<file path="src/rtl/shunt_yard_engine.sv">
// Infix-to-postfix (shunting-yard) engine: operator stack, per-opcode precedence/associativity.
// Optional macro SHUNT_PREC_CFG_EN adds a runtime-writable precedence table (cfg_* ports).
module shunt_yard_engine #(
  parameter int CO_N   = 4,
  parameter int DATA_W = 16,
  parameter int DEPTH  = 16,
  parameter int PREC_W = 3
) (
  input  logic                     clk,
  input  logic                     rst_n,
  input  logic                     clr,
  input  logic                     in_valid,
  output logic                     in_ready,
  input  logic                     in_is_op,
  input  logic [DATA_W-1:0]        in_data,
  output logic                     out_valid,
  input  logic                     out_ready,
  output logic                     out_is_op,
  output logic [DATA_W-1:0]        out_data,
  output logic                     err,
  output logic [$clog2(DEPTH):0]   depth
`ifdef SHUNT_PREC_CFG_EN
  ,
  input  logic                     cfg_we,
  input  logic [CO_N-1:0]          cfg_op,
  input  logic [PREC_W-1:0]        cfg_prec,
  input  logic                     cfg_rassoc
`endif
);

  localparam int AW = $clog2(DEPTH);
  localparam int NOPS = 2 ** CO_N;
  localparam logic [AW:0]   FULL_CNT = (AW + 1)'(DEPTH);
  localparam logic [AW:0]   CNT_ONE  = (AW + 1)'(1);
  localparam logic [AW-1:0] IDX_ONE  = AW'(1);

  // Operator codes shared with the lexer and evaluator
  localparam logic [CO_N-1:0] CO_OK = CO_N'(0);
  localparam logic [CO_N-1:0] CO_AD = CO_N'(1);
  localparam logic [CO_N-1:0] CO_SB = CO_N'(2);
  localparam logic [CO_N-1:0] CO_AN = CO_N'(3);
  localparam logic [CO_N-1:0] CO_OR = CO_N'(4);
  localparam logic [CO_N-1:0] CO_LS = CO_N'(5);
  localparam logic [CO_N-1:0] CO_PS = CO_N'(6);
  localparam logic [CO_N-1:0] CO_NS = CO_N'(7);
  localparam logic [CO_N-1:0] CO_LP = CO_N'(8);
  localparam logic [CO_N-1:0] CO_RP = CO_N'(9);

  typedef enum logic [2:0] {IDLE, POP, UNWIND, FLUSH, ERR} state_t;

  function automatic logic [PREC_W-1:0] def_prec(input logic [CO_N-1:0] op);
    case (op)
      CO_AD, CO_SB: def_prec = PREC_W'(1);
      CO_AN, CO_OR: def_prec = PREC_W'(2);
      CO_LS:        def_prec = PREC_W'(3);
      CO_PS, CO_NS: def_prec = PREC_W'(4);
      default:      def_prec = '0;
    endcase
  endfunction

  function automatic logic def_rassoc(input logic [CO_N-1:0] op);
    def_rassoc = (op == CO_PS) || (op == CO_NS);
  endfunction

  state_t                state_q, state_d;
  logic [AW:0]           depth_q, depth_d;
  logic [CO_N-1:0]       pend_q, pend_d;
  logic                  err_q, err_d;
  logic                  out_valid_q, out_valid_d;
  logic                  out_is_op_q, out_is_op_d;
  logic [DATA_W-1:0]     out_data_q, out_data_d;
  logic [CO_N-1:0]       stack_q [DEPTH];
  logic [PREC_W-1:0]     prec_tbl [NOPS];
  logic                  rassoc_tbl [NOPS];

  logic                  slot_free;
  logic [AW-1:0]         top_idx;
  logic [CO_N-1:0]       top_op;
  logic [CO_N-1:0]       in_op;
  logic                  pop_ok;
  logic                  push;
  logic                  wr_en;
  logic [CO_N-1:0]       push_op;

`ifdef SHUNT_PREC_CFG_EN
  logic [PREC_W-1:0]     prec_q [NOPS];
  logic                  rassoc_q [NOPS];

  always_ff @(posedge clk or negedge rst_n) begin
    if (!rst_n) begin
      for (int i = 0; i < NOPS; i++) begin
        prec_q[i]   <= def_prec(CO_N'(i));
        rassoc_q[i] <= def_rassoc(CO_N'(i));
      end
    end else if (cfg_we && state_q == IDLE) begin
      prec_q[cfg_op]   <= cfg_prec;
      rassoc_q[cfg_op] <= cfg_rassoc;
    end
  end

  always_comb begin
    for (int i = 0; i < NOPS; i++) begin
      prec_tbl[i]   = prec_q[i];
      rassoc_tbl[i] = rassoc_q[i];
    end
  end
`else
  always_comb begin
    for (int i = 0; i < NOPS; i++) begin
      prec_tbl[i]   = def_prec(CO_N'(i));
      rassoc_tbl[i] = def_rassoc(CO_N'(i));
    end
  end
`endif

  assign slot_free = !out_valid_q || out_ready;
  assign in_ready  = rst_n && (state_q == IDLE) && slot_free;
  assign top_idx   = depth_q[AW-1:0] - IDX_ONE;
  assign top_op    = stack_q[top_idx];
  assign in_op     = in_data[CO_N-1:0];

  // Equal precedence pops only when the incoming operator is left-associative
  assign pop_ok = (depth_q != '0) && (top_op != CO_LP) &&
                  ((prec_tbl[top_op] > prec_tbl[pend_q]) ||
                   ((prec_tbl[top_op] == prec_tbl[pend_q]) && !rassoc_tbl[pend_q]));

  always_comb begin
    state_d     = state_q;
    depth_d     = depth_q;
    pend_d      = pend_q;
    err_d       = err_q;
    out_valid_d = out_valid_q && !out_ready;
    out_is_op_d = out_is_op_q;
    out_data_d  = out_data_q;
    push        = 1'b0;
    push_op     = pend_q;
    wr_en       = 1'b0;

    case (state_q)
      IDLE: begin
        if (in_valid && in_ready) begin
          if (!in_is_op) begin
            out_valid_d = 1'b1;
            out_is_op_d = 1'b0;
            out_data_d  = in_data;
          end else if (in_op == CO_LP) begin
            push    = 1'b1;
            push_op = CO_LP;
          end else if (in_op == CO_RP) begin
            state_d = UNWIND;
          end else if (in_op == CO_OK) begin
            state_d = FLUSH;
          end else begin
            pend_d  = in_op;
            state_d = POP;
          end
        end
      end
      POP: begin
        if (pop_ok) begin
          if (slot_free) begin
            out_valid_d = 1'b1;
            out_is_op_d = 1'b1;
            out_data_d  = DATA_W'(top_op);
            depth_d     = depth_q - CNT_ONE;
          end
        end else begin
          push    = 1'b1;
          state_d = IDLE;
        end
      end
      UNWIND: begin
        if (depth_q == '0) begin
          err_d   = 1'b1;
          state_d = ERR;
        end else if (top_op == CO_LP) begin
          depth_d = depth_q - CNT_ONE;
          state_d = IDLE;
        end else if (slot_free) begin
          out_valid_d = 1'b1;
          out_is_op_d = 1'b1;
          out_data_d  = DATA_W'(top_op);
          depth_d     = depth_q - CNT_ONE;
        end
      end
      FLUSH: begin
        if (depth_q == '0) begin
          if (slot_free) begin
            out_valid_d = 1'b1;
            out_is_op_d = 1'b1;
            out_data_d  = DATA_W'(CO_OK);
            state_d     = IDLE;
          end
        end else if (top_op == CO_LP) begin
          err_d   = 1'b1;
          state_d = ERR;
        end else if (slot_free) begin
          out_valid_d = 1'b1;
          out_is_op_d = 1'b1;
          out_data_d  = DATA_W'(top_op);
          depth_d     = depth_q - CNT_ONE;
        end
      end
      default: ;
    endcase

    if (push) begin
      if (depth_q == FULL_CNT) begin
        err_d   = 1'b1;
        state_d = ERR;
      end else begin
        wr_en   = 1'b1;
        depth_d = depth_q + CNT_ONE;
      end
    end

    if (clr) begin
      state_d     = IDLE;
      depth_d     = '0;
      err_d       = 1'b0;
      out_valid_d = 1'b0;
      wr_en       = 1'b0;
    end
  end

  always_ff @(posedge clk or negedge rst_n) begin
    if (!rst_n) begin
      state_q     <= IDLE;
      depth_q     <= '0;
      pend_q      <= '0;
      err_q       <= 1'b0;
      out_valid_q <= 1'b0;
      out_is_op_q <= 1'b0;
      out_data_q  <= '0;
    end else begin
      state_q     <= state_d;
      depth_q     <= depth_d;
      pend_q      <= pend_d;
      err_q       <= err_d;
      out_valid_q <= out_valid_d;
      out_is_op_q <= out_is_op_d;
      out_data_q  <= out_data_d;
    end
  end

  // Stack storage needs no reset: occupancy alone decides which entries are live
  always_ff @(posedge clk) begin
    if (wr_en) stack_q[depth_q[AW-1:0]] <= push_op;
  end

  assign out_valid = out_valid_q;
  assign out_is_op = out_is_op_q;
  assign out_data  = out_data_q;
  assign err       = err_q;
  assign depth     = depth_q;

endmodule

</file>
<file path="config.mk">
export PLATFORM = sky130hd
export DESIGN_NAME = shunt_yard_engine
export DESIGN_NICKNAME = d
export VERILOG_FILES = /design/src/rtl/shunt_yard_engine.sv
export SDC_FILE = /design/constraint.sdc
export NUM_CORES = 1
export LEC_CHECK = 0
export ABC_AREA = 1
export CAP_MARGIN = 40
export CORE_MARGIN = 2
export CORE_UTILIZATION = 60
export DETAILED_ROUTE_END_ITERATION = 7
export DONT_BUFFER_PORTS = 1
export GPL_TIMING_DRIVEN = 0
export PLACE_DENSITY = 0.85
export SLEW_MARGIN = 20
export SYNTH_ARGS = -nofsm -noshare
export SYNTH_HDL_FRONTEND = slang
export SYNTH_SLANG_ARGS = --single-unit
</file>
<file path="constraint.sdc">
create_clock -name clk -period 5.6 [get_ports clk]
set_input_delay 0.84 -clock clk [delete_from_list [all_inputs] [get_ports clk]]
set_output_delay 0.84 -clock clk [all_outputs]
set_load 0.01 [all_outputs]
</file>
==> results.toml <==
[outcome]
status = "finished, final reports clean"

[flow_run]
drv_cap = 0

[critical_path]
path_class = "reg -> reg"
critPathLaunchType = "flop"
critPathArrivalTime_ns = 5.25
end_kind = "flop"
r2r_setup_slack_ns = 0.41
cp_max_fo = 21
required_ns = 5.67

[timing]
setup_tns_ns = 0
finalHoldViolCount = 0
rsz0062_at_grt = "no"
post-route-period-util_pct = 92.6
slew_headroom_pct = 50.9
tightestPinTransition_ns = 0.733
finalClockSkew_ns = 0.0149
fin_ws_ns = 0.414
min_period_ns = 5.19
setup_viol = 0
holdWs_ns = 0.150
max_freq_mhz = 193
slew_viol_final = 0

[global_route]
grt_pass1_wl_mm = 21.7
grt_pass1_vias = 4407
grtUsageTotal_pct = 28.1
grt_max_degree = 33
grt-ovfl-total = 0
antenna_found_initial = 0

[clocking]
cts_made_buffers = 9
clockBufferDepth = 2
ctsHoldBuffers = 0
cts_tree = "yes"
insertion_delay_ns = 0.38
clk_pin_slew_ns = 0.10
cts-root-buf = "clkbuf_8"
clock-sinks = 95
htree_num_levels = 3

[floorplan]
rows = 34
die_h_um = 99.6
core_area_mm2 = 0.00881
ios = 47
die_area_mm2 = 0.00992
die_width_um = 99.6
floorplan.initialDensity_pct = 62.3

[synth]
synth_area_leaders = "edfxtp_1, dfrtp_1, nand2_1"
synthTopCellsByCount = "nand2_1, nand3_1, nor2_1, edfxtp_1, inv_1"
synth_ff_type = "edfxtp_1"
ys_ff_latch = 95
synth_area_leader_cell = "edfxtp_1"
async_flop_share_pct = 32.6
ys_seq_area_share_pct = 49.2
yosysTopAreaCellShare_pct = 35.0
synth_area_mm2 = 0.00548
synthCells = 667
ys_warn_count = 0
syn_nets = 702
syn_avg_cell_area_um2 = 8.22
synthMostInstantiatedCell = "nand2_1"
synth_cell_type_count = 41
synth-edff-count = 64

[placement]
pre_cts_slack_ns = -0.376
dpl.hpwl_mm = 9.70
port_buffers = 0
place_congestion = 0.931

[pwr]
cellPowerDensity_mw_per_mm2 = 582
peakVddDrop_uv = 271
leakagePower_nw = 2.64

[layout]
drive_gt1_share_pct = 12.5
diodes = 0
area_growth_pct = 8.30
nets = 718
fillers = 710

[detailed_routing]
vias_per_cell = 5.85
drc = 0
ant_nets = 0
drt_pass1_iterations = 5
drtIter0Drc = 483
post_drt_wl_per_cell_um = 17.0
vias = 4655
routed_wl_mm = 13.5

[min_path]
hold_class = "in -> async"
[power breakdown]
| group | internal [W] | switching (W) | leakage (nW) |
|---|---|---|---|
| Sequential | 0.000913 | 0.000142 | 0.979 |
| Clock | 0.000173 | 0.000271 | 0.0926 |
| Combinational | 0.000618 | 0.00134 | 1.57 |
[flip-flops by register name (all words and copies together) (netlist names)]
name,flops
depth,5
err,1
out_data,16
out_is_op,1
out_valid,1
pend_q,4
stack_q,64
state_q,3
[routing by layer]
| metal | routed length, um | GRT usage (%) | vias up |
|---|---|---|---|
| met1 | 5840 | 39.9 | 2211 |
| li1 | - | - | 2225 |
| met2 | 6420 | 44.1 | 198 |
| met3 | 1050 | 5.83 | 21 |
| met5 | 0 | 0 | - |
| met4 | 194 | 7.90 | 0 |
[critical path, stage by stage, from the launching register on]
cell and delay [ns]:
dfrtp_1 0.50, buf_4 0.26, inv_4 0.10, buf_6 0.19, ha_1 0.29, buf_2 0.25
clkinvlp_4 0.18, clkbuf_2 0.26, a21oi_1 0.19, a22oi_1 0.11, nand2_1 0.10, nand3_1 0.08
nand2_1 0.18, inv_1 0.09, ha_1 0.27, o21ai_0 0.21, ha_1 0.27, nand3_1 0.10
o211ai_1 0.10, o21ai_0 0.08, inv_1 0.11, nand2_2 0.10, nand2_4 0.08, nand2_4 0.13
nand3_2 0.11, inv_2 0.12, nand2_1 0.16, nor2_2 0.25
[layout make-up]
class | count | area, um2 | share of cell area, %
clock inverter | 6 | 61.3 | 1.03
clock buffer | 10 | 128 | 2.15
multi-input combinational | 478 | 2470 | 41.5
sequential | 95 | 2700 | 45.4
timing repair buffer | 6 | 45.0 | 0.758
inverter | 71 | 280 | 4.72
buffer | 22 | 126 | 2.13
tap | 108 | 135 | 2.28
[cell families after synthesis]
kind of cell             after synthesis  share of synthesized area [%]
AND/OR/NAND/NOR                      383                           31.4
flip-flops                            95                           49.2
buffers and inverters                 94                           7.39
AO/OA/AOI/OAI                         75                           7.62
adder cells (fa/ha/maj)               13                           2.97
XOR/XNOR                               7                           1.39
[layout by cell type, fill, tap and decap left out, types with 3 or more instances in the layout]
cell	instances
nand2_1	191
nand3_1	91
inv_1	64
edfxtp_1	64
nor2_1	53
o21ai_0	32
dfrtp_1	31
a21oi_1	23
nand2_2	14
ha_1	13
clkbuf_1	9
nor2_4	9
clkbuf_8	9
buf_4	8
buf_2	7
nor2_2	7
nand2_4	5
a22oi_1	5
nand3_2	4
xor2_1	4
a31oi_1	4
inv_6	4
inv_2	3
nor2_8	3
o211ai_1	3
[worst paths after layout]
check	to	depth (start not counted)	from
worst max-delay path	stack_q[12][3]	27	depth[0]
worst max register to register	stack_q[12][3]	27	depth[0]
max in group asynchronous	depth[0]	0	rst_n
worst min register to register	state_q[0]	1	state_q[2]
worst min-delay path	out_data[2]	0	rst_n
min in group clk	state_q[2]	1	clr
[repair_timing]
item | in CTS | in global routing
endpoints found under the setup margin | 64 | 65
setup buffers | 0 | 3
gates resized for setup | 0 | 28
gates cloned | 0 | 0
[through the flow]
step / std cells / instance area [um2] / utilization (%) / power [W]
6_report: 796 / 5940 / 67.4 / 0.00346
5_1_grt: 796 / 5940 / 67.4 / 0.00373
4_1_cts: 793 / 5830 / 66.2 / 0.00339
3_5_place_dp: 778 / 5640 / 64.1 / 0.00295
3_3_place_gp: 775 / 5620 / 63.8 / 0.00285
2_1_floorplan: 667 / 5480 / - / 0.00247
No activity file was read; power rests on OpenSTA's default activity.
